$ cat src/rtl/vsa_pkg.sv
// Shared constants and the store-entry payload for the VSA data-memory stage.
package vsa_pkg;

  localparam int unsigned VSA_DW    = 5;
  localparam int unsigned VSA_AW    = 5;
  localparam int unsigned VSA_DEPTH = 4;

  typedef struct packed {
    logic [VSA_AW-1:0] addr;
    logic [VSA_DW-1:0] data;
  } store_t;

endpackage

$ cat src/rtl/vsa_store_fifo.sv
// Write-through store queue drained over a valid/ready handshake.
// VSA_DMEM_STORE_COALESCE_EN merges a store into the youngest non-head entry with the same address.
module vsa_store_fifo
  import vsa_pkg::*;
#(
  parameter int unsigned DEPTH = VSA_DEPTH
) (
  input  logic                     clock,
  input  logic                     reset_n,
  input  logic                     wr,
  input  logic [VSA_AW-1:0]        addr,
  input  logic [VSA_DW-1:0]        wdata,
  input  logic                     ext_ready,
  output logic                     ext_valid,
  output logic [VSA_AW-1:0]        ext_addr,
  output logic [VSA_DW-1:0]        ext_data,
  output logic [$clog2(DEPTH):0]   count,
  output logic                     overflow
);

  localparam int unsigned PW = $clog2(DEPTH);
  localparam int unsigned CW = PW + 1;

  store_t          ent_q [DEPTH];
  store_t          out_q, out_n, new_ent;
  logic [PW-1:0]   head_q, tail_q, head_n, tail_n, youngest, widx;
  logic [CW-1:0]   count_q, count_n;
  logic            valid_q, ovf_q, ovf_n;
  logic            pop, full, coal, push, drop, we;

  // Next-state: pointer/count update and the head entry that will be presented next cycle.
  always_comb begin
    new_ent.addr = addr;
    new_ent.data = wdata;
    youngest     = tail_q - PW'(1);
    full         = (count_q == CW'(DEPTH));
    pop          = (count_q != '0) && ext_ready;
`ifdef VSA_DMEM_STORE_COALESCE_EN
    coal         = wr && (count_q >= CW'(2)) && (ent_q[youngest].addr == addr);
`else
    coal         = 1'b0;
`endif
    push         = wr && !coal && (!full || pop);
    drop         = wr && !coal && full && !pop;
    we           = push || coal;
    widx         = coal ? youngest : tail_q;
    head_n       = pop  ? head_q + PW'(1) : head_q;
    tail_n       = push ? tail_q + PW'(1) : tail_q;
    ovf_n        = ovf_q || drop;

    count_n = count_q;
    case ({push, pop})
      2'b10:   count_n = count_q + CW'(1);
      2'b01:   count_n = count_q - CW'(1);
      default: count_n = count_q;
    endcase

    // The slot written this cycle may become the head (empty push, or pop onto a coalesced entry).
    out_n = out_q;
    if (count_n != '0) begin
      if (we && (widx == head_n)) out_n = new_ent;
      else                        out_n = ent_q[head_n];
    end
  end

  always_ff @(posedge clock or negedge reset_n) begin
    if (!reset_n) begin
      head_q  <= '0;
      tail_q  <= '0;
      count_q <= '0;
      valid_q <= 1'b0;
      ovf_q   <= 1'b0;
      out_q   <= '0;
      for (int unsigned i = 0; i < DEPTH; i++) ent_q[i] <= '0;
    end else begin
      head_q  <= head_n;
      tail_q  <= tail_n;
      count_q <= count_n;
      valid_q <= (count_n != '0);
      ovf_q   <= ovf_n;
      out_q   <= out_n;
      if (we) ent_q[widx] <= new_ent;
    end
  end

  assign ext_valid = valid_q;
  assign ext_addr  = out_q.addr;
  assign ext_data  = out_q.data;
  assign count     = count_q;
  assign overflow  = ovf_q;

endmodule

$ cat src/rtl/vsa_dmem_wt.sv
// VSA data-memory stage: 32-word local array with zero-latency reads plus a write-through store queue.
// Optional store coalescing in the queue is enabled by VSA_DMEM_STORE_COALESCE_EN.
module vsa_dmem_wt
  import vsa_pkg::*;
#(
  parameter int unsigned DEPTH = VSA_DEPTH
) (
  input  logic                     clock,
  input  logic                     reset_n,
  input  logic [VSA_AW-1:0]        addr,
  input  logic [VSA_DW-1:0]        wdata,
  input  logic                     wr,
  output logic [VSA_DW-1:0]        rdata,
  output logic                     ext_valid,
  input  logic                     ext_ready,
  output logic [VSA_AW-1:0]        ext_addr,
  output logic [VSA_DW-1:0]        ext_data,
  output logic [$clog2(DEPTH):0]   count,
  output logic                     overflow
);

  localparam int unsigned DW    = VSA_DW;
  localparam int unsigned AW    = VSA_AW;
  localparam int unsigned WORDS = 2 ** AW;

  logic [DW-1:0] mem_q [WORDS];

  // Array is written on every store, independent of queue occupancy.
  always_ff @(posedge clock or negedge reset_n) begin
    if (!reset_n) begin
      for (int unsigned i = 0; i < WORDS; i++) mem_q[i] <= '0;
    end else if (wr) begin
      mem_q[addr] <= wdata;
    end
  end

  assign rdata = mem_q[addr];

  vsa_store_fifo #(
    .DEPTH (DEPTH)
  ) u_store_fifo (
    .clock     (clock),
    .reset_n   (reset_n),
    .wr        (wr),
    .addr      (addr),
    .wdata     (wdata),
    .ext_ready (ext_ready),
    .ext_valid (ext_valid),
    .ext_addr  (ext_addr),
    .ext_data  (ext_data),
    .count     (count),
    .overflow  (overflow)
  );

endmodule

$ cat config.mk
export PLATFORM = sky130hd
export DESIGN_NAME = vsa_dmem_wt
export DESIGN_NICKNAME = d
export VERILOG_FILES = /design/src/rtl/vsa_pkg.sv /design/src/rtl/vsa_store_fifo.sv /design/src/rtl/vsa_dmem_wt.sv
export SDC_FILE = /design/constraint.sdc
export NUM_CORES = 1
export LEC_CHECK = 0
export BUFFER_PORTS_ARGS = -buffer_cell sky130_fd_sc_hd__buf_2
export CORE_MARGIN = 2
export CORE_UTILIZATION = 45
export DETAILED_ROUTE_END_ITERATION = 8
export GPL_TIMING_DRIVEN = 0
export PLACE_DENSITY = 0.7
export SLEW_MARGIN = 0
export SYNTH_ARGS = -nofsm -noshare
export SYNTH_HDL_FRONTEND = slang
export SYNTH_HIERARCHICAL = 1
export SYNTH_SLANG_ARGS = --single-unit
$ cat constraint.sdc
create_clock -name clock -period 3.8 [get_ports clock]
set_clock_uncertainty 0.05 [all_clocks]
set_input_delay 0.95 -clock clock [delete_from_list [all_inputs] [get_ports clock]]
set_output_delay 0.95 -clock clock [all_outputs]
set_load 0.05 [all_outputs]
==> impl_metrics.toml, run 1 <==
[run_status]
status = "completed"

[critical_path]
required_ps = 2800
path_delay_family = "buffers and inverters"
crit_path_max_incr_delay_ps = 570
critPathMaxFanout = 11
cp.arrival_ps = 2780
critPathLaunchType = "input pin"
worst_path_max_delay_cell = "or4bb_1"
worst_path_most_repeated_cell = "buf_2"
worst-path-buf-inv = 3
worstSetupPathType = "in -> out"
path_cells = "buf_2 > buf_2 > or4bb_1 > o22ai_1 > nor4_2 > nand2_1 > buf_2"
endpoint_kind = "primary output"

[clock_network]
cts_max_path_buffers = 3
insertion_delay_ps = 520
numCtsBuffers = 25
cts.sinks = 219
cts_setup_buffers = 0
cts.root.buffer_cell = "clkbuf_16"
clkTransAtPathRegs_ps = 60
cts_tree = "yes"
htreeDepth = 1

[floorplan]
core_um2 = 23470
rows = 56
fp.dieW_um = 158.7
die_y_um = 158.7
die_area_um2 = 25180
io-pin-count = 34
start_util = 0.4588

[logic_synthesis]
synth.area.top_cells = "dfrtp_1 (51%), mux2_2 (21%), mux2i_1 (7.9%)"
ys_ff_latch = 219
yosys_warnings = 6
yosysSeqAreaShare = 0.5089
synth_edf_count = 0
synth.most_common_cell = "dfrtp_1"
synthesis.area_um2 = 10770
synth.largest_area_cell = "dfrtp_1"
synth.top_cell.area_share = 0.5089
synthFlopType = "dfrtp_1"
async_flop_share = 1.000
syn_area_per_cell_um2 = 13.56
synthTopCellsByCount = "dfrtp_1 (219), mux2_2 (199), mux2i_1 (85)"
syn_nets = 813
yosysUniqueCellTypes = 53
syn_inst = 794

[sta]
worst_slack_ps = 17.04
hold_violations = 0
max_slew.worst_pin.slew_ps = 896.7
setup_viol = 0
min_period_ps = 3783
min_period_over_period = 0.9955
clock.fmax_ghz = 0.2643
finalHoldWorstSlack_ps = 297.4
slew_viol_final = 0
slew_headroom = 0.4022

[final_layout]
n_antenna_cell = 0
fillers = 1967
drive_gt1_frac = 0.4232
stdcell_area_um2 = 12450
area_growth_pct = 15.59
num-nets-final = 874
post-route-util = 0.5303

[global_routing]
track_usage = 0.2140
grt-ovfl-total = 0
antenna_found_initial = 0
grt_pass1_vias = 7070
grt_max_degree = 90
grt_pass1_wl_mm = 40.93

[route]
drt_iter0_drc = 458
drt_pre_antenna_iters = 7
avgRoutedWirePerCell_um = 21.77
wirelength_mm = 25.93
viasPerCell = 5.757
vias = 6856
detail-route-antenna-nets = 0
drcViolationCount = 0

[placement]
dp_hpwl_mm = 17.83
placed_area_um2 = 11390
pre_cts_ws_ps = -414.8
gp_congestion = 0.9497
port_buffers = 32

[flow_run]
drv_cap = 0

[pwr]
pwr_density_cell_nw_per_um2 = 698.1
leakagePower_uw = 0.005523
ir_drop_uv = 379.3

[min_path]
hold_class = "in -> async"
## cell type report
cell class                      count  area [um2]  share of cell area
Buffer                             48       300.3             0.02412
Clock buffer                       32       691.9             0.05558
Clock inverter                     12       111.4            0.008946
Inverter                            8       30.03            0.002412
Multi-Input combinational cell    519        5202              0.4179
Sequential cell                   219        5480              0.4402
Tap cell                          319       399.1             0.03206
Timing Repair Buffer               34       232.7             0.01870
## final timing paths
path                                       startpoint                       end  slack (ps)  cells past startpoint
worst max-delay path                          addr[2]                  rdata[3]          20                      7
max in group asynchronous                     reset_n                mem_q[105]        2230                      3
worst max register to register  u_store_fifo/count[0]  u_store_fifo/ext_data[1]         620                      9
worst min register to register  u_store_fifo/overflow     u_store_fifo/overflow         420                      1
worst min-delay path                          reset_n    u_store_fifo/ent_q[39]         300                      1
min in group clock              u_store_fifo/overflow     u_store_fifo/overflow         420                      1
## report_power, final
| part | internal (uW) | total, uW | switching, uW |
|---|---|---|---|
| sequential | 3000 | 3410 | 408 |
| clock | 1360 | 2340 | 978 |
| combinational | 1500 | 2950 | 1440 |
## repair_timing
item / CTS / global route
resized for setup: 37 / 19
pin swaps: 3 / 5
hold buffers: 0 / 0
endpoints found under the setup margin: 5 / 5
## through the flow
stage | setup TNS, ps | cells | power [uW]
floorplan | 0 | 794 | 5635
global placement | -445690 | 1145 | 6228
detailed placement | -1966 | 1147 | 6333
CTS | 0 | 1191 | 8729
global route | -16.02 | 1191 | 9149
finish | 0 | 1191 | 8690
## cell families after synthesis
logic type | Yosys count | share of synthesized area
AOI/OAI and AO/OA | 59 | 0.03823
xor gates and xnor gates | 6 | 0.004881
and+or+nand+nor | 130 | 0.07064
DFF | 219 | 0.5089
adders and majority gates | 5 | 0.006507
buffers and inverters | 56 | 0.02382
muxes | 319 | 0.3470
## layout by cell type, fill, tap and decap left out, drive strengths merged, types with 7 or more instances in the layout
cell type and n:
nor2 43, dfrtp 219, inv 10, o21ai 7, mux2i 85, nor4 12
nand3 7, buf 57, nand2 30, o22ai 40, mux2 215, clkbuf 57
mux4 19, nor3 7
## flip-flops by register name, summed over array words and instances (netlist names)
name and cells:
u_store_fifo/count 3, u_store_fifo/head_q 2, u_store_fifo/tail_q 2, mem_q 160, u_store_fifo/ext_valid 1, u_store_fifo/ext_addr 5
u_store_fifo/overflow 1, u_store_fifo/ent_q 40, u_store_fifo/ext_data 5
## layer usage
layer,GRT usage,part of all wire,vias up
met5,0,0,-
met4,0.08666,0.044,0
met3,0.03348,0.059,69
met2,0.3381,0.46,222
met1,0.2963,0.44,3496
li1,-,-,3069
No activity file was read; power rests on OpenSTA's default activity.
==> inputs of run 2 (changes only) <==
Settings changed: MAX_ROUTING_LAYER from default to met4, SKIP_CTS_REPAIR_TIMING from default to 1.
==> run 2 against run 1 <==
Worst hold slack worse by 0.69 ps. Non-clock buffer count is the same. Via count increased by 0.13%. First-iteration DRC count is 12% higher.
==> impl_metrics.toml, run 2 (synthesized netlist as in run 1, its figures left out) <==
[route]
vias = 6865
viasPerCell = 5.764
drcViolationCount = 0
avgRoutedWirePerCell_um = 21.86
drt_pre_antenna_iters = 5
drt_iter0_drc = 511
wirelength_mm = 26.04
detail-route-antenna-nets = 0

[final_layout]
most-common-layout-cells = "dfrtp_1 (219), mux2_2 (199), mux2i_1 (73)"
largest_register_ffs = 160
n_antenna_cell = 0
area_growth_pct = 15.70
largest-register = "mem_q"
drive_gt1_frac = 0.4232
largestRegisters = "mem_q x160, u_store_fifo/ent_q x40"
layout_commonest_cell = "dfrtp_1"
num-nets-final = 874
stdcell_area_um2 = 12460
post-route-util = 0.5308

[placement]
gp_congestion = 0.9670
dp_hpwl_mm = 17.83
port_buffers = 32
placed_area_um2 = 11390

[floorplan]
core_um2 = 23470
io-pin-count = 34
fp.dieW_um = 158.7
start_util = 0.4588
die_y_um = 158.7
die_area_um2 = 25180
rows = 56

[clock_network]
htreeDepth = 1
cts.sinks = 219
cts.root.buffer_cell = "clkbuf_16"
insertion_delay_ps = 520
cts_max_path_buffers = 3
cts_tree = "yes"
numCtsBuffers = 25
clkTransAtPathRegs_ps = 60

[critical_path]
endpoint_kind = "primary output"
worstSetupPathType = "in -> out"
cp.arrival_ps = 2780
required_ps = 2800
critPathMaxFanout = 11
critPathLaunchType = "input pin"

[sta]
min_period_over_period = 0.9953
slew_viol_final = 0
setup_viol = 0
max_slew.worst_pin.slew_ps = 892.5
min_period_ps = 3782
grt_setup_unrepaired = "true"
clock.fmax_ghz = 0.2644
hold_violations = 0
slew_headroom = 0.4050

[global_routing]
grt-ovfl-total = 0
grt_max_degree = 90
grt.met1_usage = 0.2948
grt_util_met2 = 0.3354
grt.busiest_layer = "met2"
track_usage = 0.2195
grt_pass1_vias = 7063
grt_pass1_wl_mm = 40.77
use_met3 = 0.03430
antenna_found_initial = 0

[pwr]
leakagePower_uw = 0.005520
pwr_density_cell_nw_per_um2 = 698.3
ir_drop_uv = 376.5

[flow_run]
drv_cap = 0

[min_path]
hold_class = "in -> async"

[run_status]
status = "completed"
-- run 2: worst paths after layout --
kind | from | end | cells past startpoint | slack, ps
hold / removal | reset_n | u_store_fifo/ent_q[39] | 1 | 300
hold reg to reg | u_store_fifo/overflow | u_store_fifo/overflow | 1 | 420
max in group asynchronous | reset_n | mem_q[86] | 3 | 2230
setup reg to reg | u_store_fifo/count[1] | u_store_fifo/ext_data[1] | 9 | 620
setup / recovery | addr[0] | rdata[0] | 7 | 20
min in group clock | u_store_fifo/overflow | u_store_fifo/overflow | 1 | 420
-- run 2: report_power, final --
part	total, uW	internal (uW)	switching (uW)
Combinational	2950	1510	1440
Clock	2340	1360	978
Sequential	3410	3000	412
-- run 2: area by class of cell --
| class | instances | area (um2) |
|---|---|---|
| plain buffers | 48 | 305.3 |
| clock buffers | 32 | 691.9 |
| clock inverters | 12 | 111.4 |
| fillers | 1970 | 11010 |
| inverters | 8 | 30.03 |
| multi-input cells | 519 | 5209 |
| flip-flops and latches | 219 | 5480 |
| well taps | 319 | 399.1 |
| repair buffers | 34 | 232.7 |
-- run 2: critical path, stage by stage --
cell,delay [ps]
buf_2,190
buf_2,210
or4b_1,670
o22ai_1,290
nor4_2,120
nand2_1,80
buf_2,260
-- run 2: metal layers --
| metal | share of wire | up-vias |
|---|---|---|
| met5 | 0 | - |
| met4 | 0.037 | 0 |
| met3 | 0.063 | 69 |
| met2 | 0.46 | 220 |
| met1 | 0.44 | 3503 |
| li1 | - | 3073 |
-- run 2: per-stage QoR --
step | power, uW | TNS (ps) | setup slack, ps | instances | hold slack, ps
floorplan | 5635 | 0 | 313.7 | 794 | 407.4
global placement | 6228 | -445690 | -2056 | 1145 | 396.9
detailed placement | 6333 | -1966 | -414.8 | 1147 | 403.8
CTS | 8691 | -1675 | -421.0 | 1191 | 309.6
global route | 9153 | -21.19 | -13.86 | 1191 | 316.6
finish | 8700 | 0 | 17.81 | 1191 | 296.7
